===== src/rtl/fetch_prefetch_queue_if.sv =====
// Fetch-to-decode bundle: instruction-memory port, decode handshake and branch redirect.
// master = fetch stage, slave = surrounding pipeline / memory model.
interface fetch_prefetch_queue_if #(
   parameter int unsigned DEPTH = 4
);
   logic                     pc_src;
   logic [31:0]              add_res;
   logic [31:0]              imem_addr;
   logic [31:0]              imem_inst;
   logic                     d_stall;
   logic                     d_valid;
   logic [31:0]              d_inst;
   logic [31:0]              d_pc;
   logic [$clog2(DEPTH):0]   q_count;

   modport master (
      input  pc_src, add_res, imem_inst, d_stall,
      output imem_addr, d_valid, d_inst, d_pc, q_count
   );

   modport slave (
      output pc_src, add_res, imem_inst, d_stall,
      input  imem_addr, d_valid, d_inst, d_pc, q_count
   );
endinterface


===== src/rtl/fetch_prefetch_queue.sv =====
// Instruction fetch with a DEPTH-entry prefetch queue of {PC+4, inst} feeding decode.
// Define FETCH_BYPASS_EN to present the fetched instruction directly when the queue is empty.
module fetch_prefetch_queue #(
   parameter int unsigned DEPTH    = 4,
   parameter logic [31:0] RESET_PC = 32'h0000_0000
) (
   input logic                    clk,
   input logic                    rst,
   fetch_prefetch_queue_if.master bus
);
   localparam int unsigned PtrW = $clog2(DEPTH);
   localparam int unsigned CntW = PtrW + 1;

   logic [31:0]     pc_q;
   logic [31:0]     inst_mem [DEPTH];
   logic [31:0]     pc4_mem  [DEPTH];
   logic [PtrW-1:0] rd_ptr_q, wr_ptr_q;
   logic [CntW-1:0] count_q;

   logic [31:0] pc_plus4;
   logic        empty, full, bypass, pop, push, wr_en, rd_en;

   assign pc_plus4 = pc_q + 32'd4;
   assign empty    = (count_q == '0);
   assign full     = (count_q == CntW'(DEPTH));

`ifdef FETCH_BYPASS_EN
   assign bypass = empty & ~bus.pc_src;
`else
   assign bypass = 1'b0;
`endif

   always_comb begin
      bus.d_valid = 1'b0;
      bus.d_inst  = '0;
      bus.d_pc    = '0;
      if (!empty) begin
         bus.d_valid = 1'b1;
         bus.d_inst  = inst_mem[rd_ptr_q];
         bus.d_pc    = pc4_mem[rd_ptr_q];
      end else if (bypass) begin
         bus.d_valid = 1'b1;
         bus.d_inst  = bus.imem_inst;
         bus.d_pc    = pc_plus4;
      end
   end

   assign bus.imem_addr = pc_q;
   assign bus.q_count   = count_q;

   assign pop   = bus.d_valid & ~bus.d_stall;
   assign push  = ~bus.pc_src & (~full | pop);
   // A bypassed instruction consumed this cycle never occupies a slot.
   assign wr_en = push & ~(bypass & pop);
   assign rd_en = pop & ~empty;

   always_ff @(posedge clk) begin
      if (wr_en) begin
         inst_mem[wr_ptr_q] <= bus.imem_inst;
         pc4_mem[wr_ptr_q]  <= pc_plus4;
      end
   end

   always_ff @(posedge clk) begin
      if (rst) begin
         pc_q     <= RESET_PC;
         rd_ptr_q <= '0;
         wr_ptr_q <= '0;
         count_q  <= '0;
      end else if (bus.pc_src) begin
         pc_q     <= {bus.add_res[31:2], 2'b00};
         rd_ptr_q <= '0;
         wr_ptr_q <= '0;
         count_q  <= '0;
      end else begin
         if (push)  pc_q     <= pc_plus4;
         if (wr_en) wr_ptr_q <= wr_ptr_q + PtrW'(1);
         if (rd_en) rd_ptr_q <= rd_ptr_q + PtrW'(1);
         case ({wr_en, rd_en})
            2'b10:   count_q <= count_q + CntW'(1);
            2'b01:   count_q <= count_q - CntW'(1);
            default: count_q <= count_q;
         endcase
      end
   end
endmodule


===== src/flat_wrapper.sv =====
// flat-port wrapper written by rule: the top's interface ports become plain ports
module fetch_prefetch_queue_flat 
#(
   parameter int unsigned DEPTH    = 4,
   parameter logic [31:0] RESET_PC = 32'h0000_0000
)
  (clk, rst, bus_pc_src, bus_add_res, bus_imem_inst, bus_d_stall, bus_imem_addr, bus_d_valid, bus_d_inst, bus_d_pc, bus_q_count);
  fetch_prefetch_queue_if #(.DEPTH(DEPTH)) bus_i ();
  input logic clk;
  input logic rst;
  input wire logic [$bits(bus_i.pc_src)-1:0] bus_pc_src;
  input wire logic [$bits(bus_i.add_res)-1:0] bus_add_res;
  input wire logic [$bits(bus_i.imem_inst)-1:0] bus_imem_inst;
  input wire logic [$bits(bus_i.d_stall)-1:0] bus_d_stall;
  output wire logic [$bits(bus_i.imem_addr)-1:0] bus_imem_addr;
  output wire logic [$bits(bus_i.d_valid)-1:0] bus_d_valid;
  output wire logic [$bits(bus_i.d_inst)-1:0] bus_d_inst;
  output wire logic [$bits(bus_i.d_pc)-1:0] bus_d_pc;
  output wire logic [$bits(bus_i.q_count)-1:0] bus_q_count;
  assign bus_i.pc_src = bus_pc_src;
  assign bus_i.add_res = bus_add_res;
  assign bus_i.imem_inst = bus_imem_inst;
  assign bus_i.d_stall = bus_d_stall;
  assign bus_imem_addr = bus_i.imem_addr;
  assign bus_d_valid = bus_i.d_valid;
  assign bus_d_inst = bus_i.d_inst;
  assign bus_d_pc = bus_i.d_pc;
  assign bus_q_count = bus_i.q_count;
  fetch_prefetch_queue #(.DEPTH(DEPTH), .RESET_PC(RESET_PC)) u_core (.clk(clk), .rst(rst), .bus(bus_i));
endmodule

===== config.mk =====
export PLATFORM = sky130hd
export DESIGN_NAME = fetch_prefetch_queue_flat
export DESIGN_NICKNAME = d
export VERILOG_FILES = /design/src/rtl/fetch_prefetch_queue_if.sv /design/src/rtl/fetch_prefetch_queue.sv /design/src/flat_wrapper.sv
export SDC_FILE = /design/constraint.sdc
export NUM_CORES = 1
export LEC_CHECK = 0
export ABC_CLOCK_PERIOD_IN_PS = 5150
export BUFFER_PORTS_ARGS = -buffer_cell sky130_fd_sc_hd__buf_2
export CELL_PAD_IN_SITES_DETAIL_PLACEMENT = 1
export CELL_PAD_IN_SITES_GLOBAL_PLACEMENT = 2
export CORE_MARGIN = 1.5
export CORE_UTILIZATION = 33
export DETAILED_ROUTE_END_ITERATION = 12
export HOLD_SLACK_MARGIN = 0.06
export PLACE_DENSITY_LB_ADDON = 0.1
export RECOVER_POWER = 50
export SLEW_MARGIN = 25
export SYNTH_ARGS = -nofsm -noshare
export SYNTH_HDL_FRONTEND = slang
export SYNTH_SLANG_ARGS = --single-unit

===== constraint.sdc =====
create_clock -name clk -period 5.15 [get_ports clk]
set_input_delay 1.03 -clock clk [delete_from_list [all_inputs] [get_ports clk]]
set_output_delay 1.03 -clock clk [all_outputs]
set_load 0.05 [all_outputs]

After elaboration in Yosys (flattened, before gate mapping)
Memory sizes are Yosys's and may differ from the RTL's. A register that Yosys moved wholly into a read port is not among the register bits. Index checks and enable logic that the tools add are counted.

Shift-type cells: 0. Bitwise gates (word level): 8. Magnitude comparators: 0. Equal/unequal tests: 3. Divide/modulo/power cells: 0. Multiplexer cells: 12. Add/subtract/negate cells: 5. Reductions and logical operators: 4. Multiply operators: 0.

Operators with widths (count): 32-bit 2-to-1 mux (4); 32-bit by 3-bit adder with 32-bit output (second input constant) (1); 2-bit 2-to-1 mux (4); 3-bit one-hot mux with 2 select lines (1); 2-bit by 1-bit adder with 2-bit output (second input constant) (2); 1-bit NOT (4); 2-bit nonzero test (2); 3-bit by 1-bit adder with 3-bit output (second input constant) (1); 1-bit bitwise AND (3); 3-bit == test (second input constant) (1); 3-bit logical NOT (1); 1-bit 2-to-1 mux (3); 3-bit by 1-bit subtractor with 3-bit output (second input constant) (1); 2-bit by 1-bit == test with 1-bit output (second input constant) (1); 2-bit == test (second input constant) (1); 2-bit OR reduction (1); 1-bit bitwise OR (1).

Bits in registers: 39. RAM bits: 256. Bits in latches: 0. Output and inout port bits: 100. Memories: 2. Bits in read-only memories: 0. Logic and storage cells: 39.

Memories: u_core.inst_mem (depth 4, bits a word 32, rd ports 1, clocked after memory_dff 1, wr ports 1, line fetch_prefetch_queue.sv:15) `logic [31:0] inst_mem [DEPTH];`; u_core.pc4_mem (depth 4, bits a word 32, rd ports 1, clocked after memory_dff 1, wr ports 1, line fetch_prefetch_queue.sv:16) `logic [31:0] pc4_mem [DEPTH];`.

Longest topological paths before layout
Gate-level depths: netlist of run 1.

Depth in word-level cells: 7. Depth in mapped cells: 12. Depth with buffers taken out: 9.

Least setup slack after synthesis of run 1
No wires, ideal clock.

Path kind: in2reg. Start: input bus_pc_src. End: memory u_core.inst_mem[0][0] (enable). Stages on the path: 4. Required time: 4.723 ns. Slack: 1.517 ns. Arrival: 3.206 ns. Cells stage by stage: inv_1 clkbuf_1 clkbuf_1 and3_1.

Cells in the longest elaborated chain, start to end: 4.

RTL lines: start, declared (line flat_wrapper.sv:11) `input wire logic [$bits(bus_i.pc_src)-1:0] bus_pc_src;`; 1-bit NOT (line fetch_prefetch_queue.sv:52) `assign push = ~bus.pc_src & (~full | pop);`; 1-bit bitwise AND (line fetch_prefetch_queue.sv:52); 1-bit 2-to-1 mux (line fetch_prefetch_queue.sv:58) `if (wr_en) begin`; 1-bit 2-to-1 mux (implied by the code) (line fetch_prefetch_queue.sv:59) `inst_mem[wr_ptr_q] <= bus.imem_inst;`; end, declared (line fetch_prefetch_queue.sv:15).

No other way between the ends.

Worst setup path in the final report of run 1
Start: input bus_pc_src. End: memory u_core.inst_mem[2][13] (enable).

The elaborated chain is that of the path after synthesis.

==> impl_metrics.toml, run 1 <==
[run_status]
status = "finished with violations"
violations = "capacitance limit, slew limit"

[placement]
numPortBuffers = 161
dpl_cell_area_um2 = 13400
dp.cells = 1330
dp_worst_setup_slack_ns = 1.70
gp_congestion = 0.741
dp_hpwl_um = 19700

[routing]
wl_per_cell_um = 22.2
vias_per_cell = 5.11
drt-pass1-iter-count = 5
drt_iter0_markers = 293
num_vias = 7101
drc = 0
wl_um = 30900
antenna_left = 0

[synth]
syn_avg_cell_area_um2 = 16.1
synth_top_area_frac = 0.616
synth_cell_types = 48
ys_warn_count = 0
synth-edff-count = 248
synth_ff_type = "edfxtp_1"
ys_seq_area_frac = 0.681
ys_top_cells_by_area = "edfxtp_1, mux4_2, dfxtp_1, nor2b_1, xor2_1"
async_flop_share = 0
synth_top_area_cell = "edfxtp_1"
syn_inst = 751
syn_area_um2 = 12100
ys_ff_latch = 287

[global_routing]
grt_pass1_vias = 7917
grt_util_all_layers = 0.166
grt_pass1_wl_um = 47800
grt_max_degree = 40
antenna_found_initial = 0
grt_overflow = 0

[power]
power.total_mw = 5.59
p_leak_nw = 4.79
max-vdd-ir-drop_uv = 182
p_per_area_nw_per_um2 = 387

[critical_path]
cp-end-kind = "flip-flop"
required_ns = 5.33
crit_type = "primary input to flip-flop"
slowest_stage = "and3_1"
regToRegSetupSlack_ns = 1.61
cp-start-kind = "primary input"
cp_data_arrival_time_ns = 4.14
crit_fanout = 33
cp_cell_sequence = "clkbuf_1, inv_1, and3_1, buf_12"
cp_slowest_stage_delay_ns = 1.59

[die]
initial_core_util = 0.337
fp.dieArea_um2 = 37800
row_count = 69
core-area_um2 = 35800
dieHeight_um = 194
die_x_um = 194
io_pins = 168

[cts]
cts_resized = 0
tritoncts = "built"
post-cts-setup-buffer-count = 0
htreeDepth = 2
cts_root_buffer = "clkbuf_16"
clock_latency_ns = 0.50
cts.sinks = 287
holdBufCountCts = 0
cts_max_path_buffers = 3
cts_buffers = 35
clk_pin_slew_ns = 0.05

[final_layout]
fin_area_um2 = 14400
fin_util = 0.403
final_common_cell = "edfxtp_1"
final_nets = 981
fin_cells = 1390
area_growth_pct = 19.4
drive_above_1_share = 0.239
n_fill_cell = 3645
layout_common_cells = "edfxtp_1, buf_2, clkbuf_1"
diodes = 0

[timing]
tightest_slew_ns = 1.96
holdWs_ns = 0.520
maxSlewViolCount = 159
fin_tns_setup_ns = 0
fin_crit_ns = 3.96
slew_headroom = -0.307
rsz0062_at_grt = "false"
final_hold_viol_count = 0
finalSetupViolCount = 0
setup_ws_ns = 1.19
fmax_ghz = 0.253
period_share = 0.769
final.setup_skew_ns = 0.0140

[worst_hold_path]
hp-class = "flip-flop to flip-flop"

[flow_run]
cap_violations = 5
[critical path, delay by kind of cell]
kind / cells / cell delay, ns
buffers and inverters: 3 / 1.47
AND/OR/NAND/NOR: 1 / 1.59
[state kept, by name, summed over array words and instances, names as in the netlist, named ones only]
name,count
u_core.inst_mem,128
u_core.pc4_mem,120
u_core.bus.imem_addr,30
u_core.bus.q_count,3
u_core.rd_ptr_q,2
u_core.wr_ptr_q,2
[layout make-up]
class | count | area [um^2] | share of cell area
Multi-Input combinational cell | 392 | 3570 | 0.247
Clock buffer | 47 | 941 | 0.0652
Inverter | 17 | 63.8 | 0.00442
Sequential cell | 287 | 8240 | 0.571
Clock inverter | 13 | 168 | 0.0116
Tap cell | 461 | 577 | 0.0400
Timing Repair Buffer | 173 | 873 | 0.0605
[worst paths after layout]
path,to,cells past startpoint,start
worst max-delay path,u_core.inst_mem[2][13]$_DFFE_PP_,4,bus_pc_src
worst min register to register,flip-flop,2,u_core.rd_ptr_q[1]$_SDFFE_PP0P_
worst max register to register,u_core.inst_mem[2][13]$_DFFE_PP_,3,u_core.bus.q_count[0]$_SDFFE_PP0P_
worst min-delay path,flip-flop,2,u_core.rd_ptr_q[1]$_SDFFE_PP0P_
[synth_stat cells (4+ instances only)]
cell type / n
o21ai_0: 5
nor2b_1: 64
a311oi_1: 8
dfxtp_1: 39
o31ai_1: 5
clkbuf_1: 38
nor2_1: 43
mux4_2: 62
a21oi_1: 6
inv_1: 17
and3_1: 6
edfxtp_1: 248
nand4_1: 11
and4_1: 6
buf_2: 11
nand3_1: 13
a2111oi_0: 4
and2_1: 5
nor4_1: 13
xor2_1: 24
nand2_1: 27
buf_4: 4
a211oi_1: 13
nor3_1: 13
xnor2_1: 18
or4_1: 5
ha_1: 6
o31a_1: 6
[logic make-up after synthesis]
kind of cell / after synthesis / share of synthesized area
AOI/OAI and AO/OA: 56 / 0.0351
xor gates and xnor gates: 42 / 0.0304
adders and majority gates: 7 / 0.00787
buffers and inverters: 75 / 0.0264
DFF: 287 / 0.681
muxes: 62 / 0.116
other: 1 / 0.000310
and+or+nand+nor: 221 / 0.103
[routing by layer]
| layer | share of wire | GRT usage | up-vias |
|---|---|---|---|
| met2 | 0.50 | 0.289 | 169 |
| met4 | 0.018 | 0.0411 | 0 |
| met3 | 0.042 | 0.0316 | 44 |
| li1 | - | - | 3223 |
| met1 | 0.44 | 0.214 | 3665 |
| met5 | 0 | 0 | - |
[power by group]
part	switching, mW	internal, mW	total [mW]
sequential	0.0622	2.62	2.68
combinational	0.365	0.149	0.515
clock	0.911	1.48	2.39
(Power assumes the default switching activity.)
==> inputs of run 2 (changes only) <==
--- a/config.mk
+++ b/config.mk
@@ -5,7 +5,7 @@
 export SDC_FILE = /design/constraint.sdc
 export NUM_CORES = 1
 export LEC_CHECK = 0
-export ABC_CLOCK_PERIOD_IN_PS = 5150
+export ABC_CLOCK_PERIOD_IN_PS = 3500
 export BUFFER_PORTS_ARGS = -buffer_cell sky130_fd_sc_hd__buf_2
 export CELL_PAD_IN_SITES_DETAIL_PLACEMENT = 1
 export CELL_PAD_IN_SITES_GLOBAL_PLACEMENT = 2
==> constraint.sdc (replaced) <==
create_clock -name clk -period 3.5 [get_ports clk]
set_input_delay 0.7 -clock clk [delete_from_list [all_inputs] [get_ports clk]]
set_output_delay 0.7 -clock clk [all_outputs]
set_load 0.05 [all_outputs]
==> run 2 against run 1 <==
- the flow still finishes with violations (capacitance limit, slew limit)
- via count hardly changed
- wire length is 1.1% higher
- hold slack worse by 0.14 ns
- first-iteration DRC count is 21% higher
- sequential power is 47% higher
- utilization is 0.28 points higher
- register-to-register slack worse by 1.0 ns
- power is 49% higher
- sequential share of layout area is 0.40 points lower
- cell count is 0.36% higher
- combinational power is 52% higher
- largest cell class unchanged
==> impl_metrics.toml, run 2 (synthesized netlist as in run 1, its figures left out) <==
[timing]
maxSlewViolCount = 116
final.setup_skew_ns = 0.0177
fmax_ghz = 0.317
final_hold_viol_count = 0
finalSetupViolCount = 0
period_share = 0.900
rsz0062_at_grt = "false"
tightest_slew_ns = 1.89
fin_crit_ns = 3.15
fin_tns_setup_ns = 0
holdWs_ns = 0.377
slew_headroom = -0.262

[power]
p_int_mw = 6.30
switching_share = 0.243
power.total_mw = 8.32
p_per_area_nw_per_um2 = 573
p_seq_frac = 0.473
clock_power_share = 0.433
max-vdd-ir-drop_uv = 360
p_leak_nw = 4.93
combPwrFrac = 0.094
p_sw_mw = 2.02

[routing]
vias_per_cell = 5.09
drt_iter0_markers = 354
drc = 0
wl_per_cell_um = 22.4
antenna_left = 0
drt-pass1-iter-count = 4
wl_um = 31200
num_vias = 7105

[final_layout]
multi_input_comb_area_um2 = 3550
area_growth_pct = 20.2
drive_above_1_share = 0.275
final_common_cell = "edfxtp_1"
final_nets = 984
layout_common_cells = "edfxtp_1, buf_2, nor2b_1"
diodes = 0
regMostFlops = "u_core.inst_mem"
n_fill_cell = 3589
regArea_um2 = 8240
largest_reg_flops = 128

[cts]
cts_root_buffer = "clkbuf_16"
cts.sinks = 287
holdBufCountCts = 0
htreeDepth = 1
tritoncts = "built"
clock_latency_ns = 0.57
cts_max_path_buffers = 3
cts_buffers = 31
clk_pin_slew_ns = 0.07
cts_resized = 0
post-cts-setup-buffer-count = 0

[critical_path]
cp_data_arrival_time_ns = 2.45
crit_fanout = 37
required_ns = 2.80
crit_type = "flip-flop to primary output"
cp-end-kind = "primary output"
cp-start-kind = "flip-flop"

[die]
row_count = 69
io_pins = 168
initial_core_util = 0.337
fp.dieArea_um2 = 37800
dieHeight_um = 194
die_x_um = 194
core-area_um2 = 35800

[global_routing]
grt_pass1_wl_um = 48800
grt.busiest_layer = "met2"
antenna_found_initial = 0
met1_usage = 0.222
grt_util_all_layers = 0.168
met2_usage = 0.291
grt_overflow = 0
grt_use_met3 = 0.0274
grt_max_degree = 48
grt_pass1_vias = 8000

[run_status]
violations = "capacitance limit, slew limit"
status = "finished with violations"

[placement]
gp_congestion = 0.732
dp_hpwl_um = 20300
numPortBuffers = 161

[flow_run]
cap_violations = 4

[worst_hold_path]
hp-class = "primary input to flip-flop"
[run 2: cell count changes in the layout (fill, tap and decap cells not counted), sizes merged]
cell,previous run,this run
clkbuf,117,81
buf,103,131
clkinv,7,12
bufinv,4,8
clkinvlp,1,3
inv,18,20
[run 2: path summary, 6_finish.rpt]
path,from,endpoint,slack [ns],cells past startpoint
min,bus_imem_inst[2],u_core.inst_mem[2][2]$_DFFE_PP_,0.38,1
max reg2reg,u_core.bus.q_count[0]$_SDFFE_PP0P_,u_core.inst_mem[1][23]$_DFFE_PP_,0.57,3
min reg2reg,u_core.wr_ptr_q[1]$_SDFFE_PP0P_,u_core.wr_ptr_q[1]$_SDFFE_PP0P_,0.51,2
max,flip-flop,bus_d_inst[17],0.35,4
[run 2: critical path, stage by stage, from the launching register on]
cell and delay [ns]:
dfxtp_4 0.78, buf_4 0.35, mux4_2 0.34, nor2b_1 0.15, buf_2 0.24
[run 2: per-layer routing]
layer | wire, um | vias to the layer above
li1 | - | 3229
met1 | 13800 | 3648
met2 | 15400 | 178
met3 | 1380 | 50
met4 | 594 | 0
met5 | 0 | -
[run 2: cell type report]
class	count	area share
sequential	287	0.567
multi-input combinational	392	0.244
inverter	17	0.00439
clock inverter	26	0.0245
timing repair buffer	180	0.0666
clock buffer	32	0.0537
tap	461	0.0397
[run 2: power by group through the flow]
stage / Sequential [mW] / Combinational [mW] / Clock (mW)
after floorplan: 4.06 / 0.483 / 0
after global placement: 4.00 / 0.783 / 0
after detailed placement: 4.01 / 0.807 / 0
after CTS: 3.93 / 0.810 / 3.70
after global routing: 3.95 / 0.838 / 3.80
final: 3.93 / 0.782 / 3.60
[run 2: stage by stage]
| step | std cells | cell area (um^2) | util | setup slack [ns] |
|---|---|---|---|---|
| 4_1_cts | 1395 | 14600 | 0.409 | 0.277 |
| 6_report | 1395 | 14500 | 0.405 | 0.349 |
| 3_3_place_gp | 1333 | 13400 | 0.374 | 0.912 |
| 3_5_place_dp | 1337 | 13500 | 0.377 | 0.864 |
| 2_1_floorplan | 754 | 12100 | - | 0.197 |
| 5_1_grt | 1395 | 14500 | 0.405 | 0.235 |
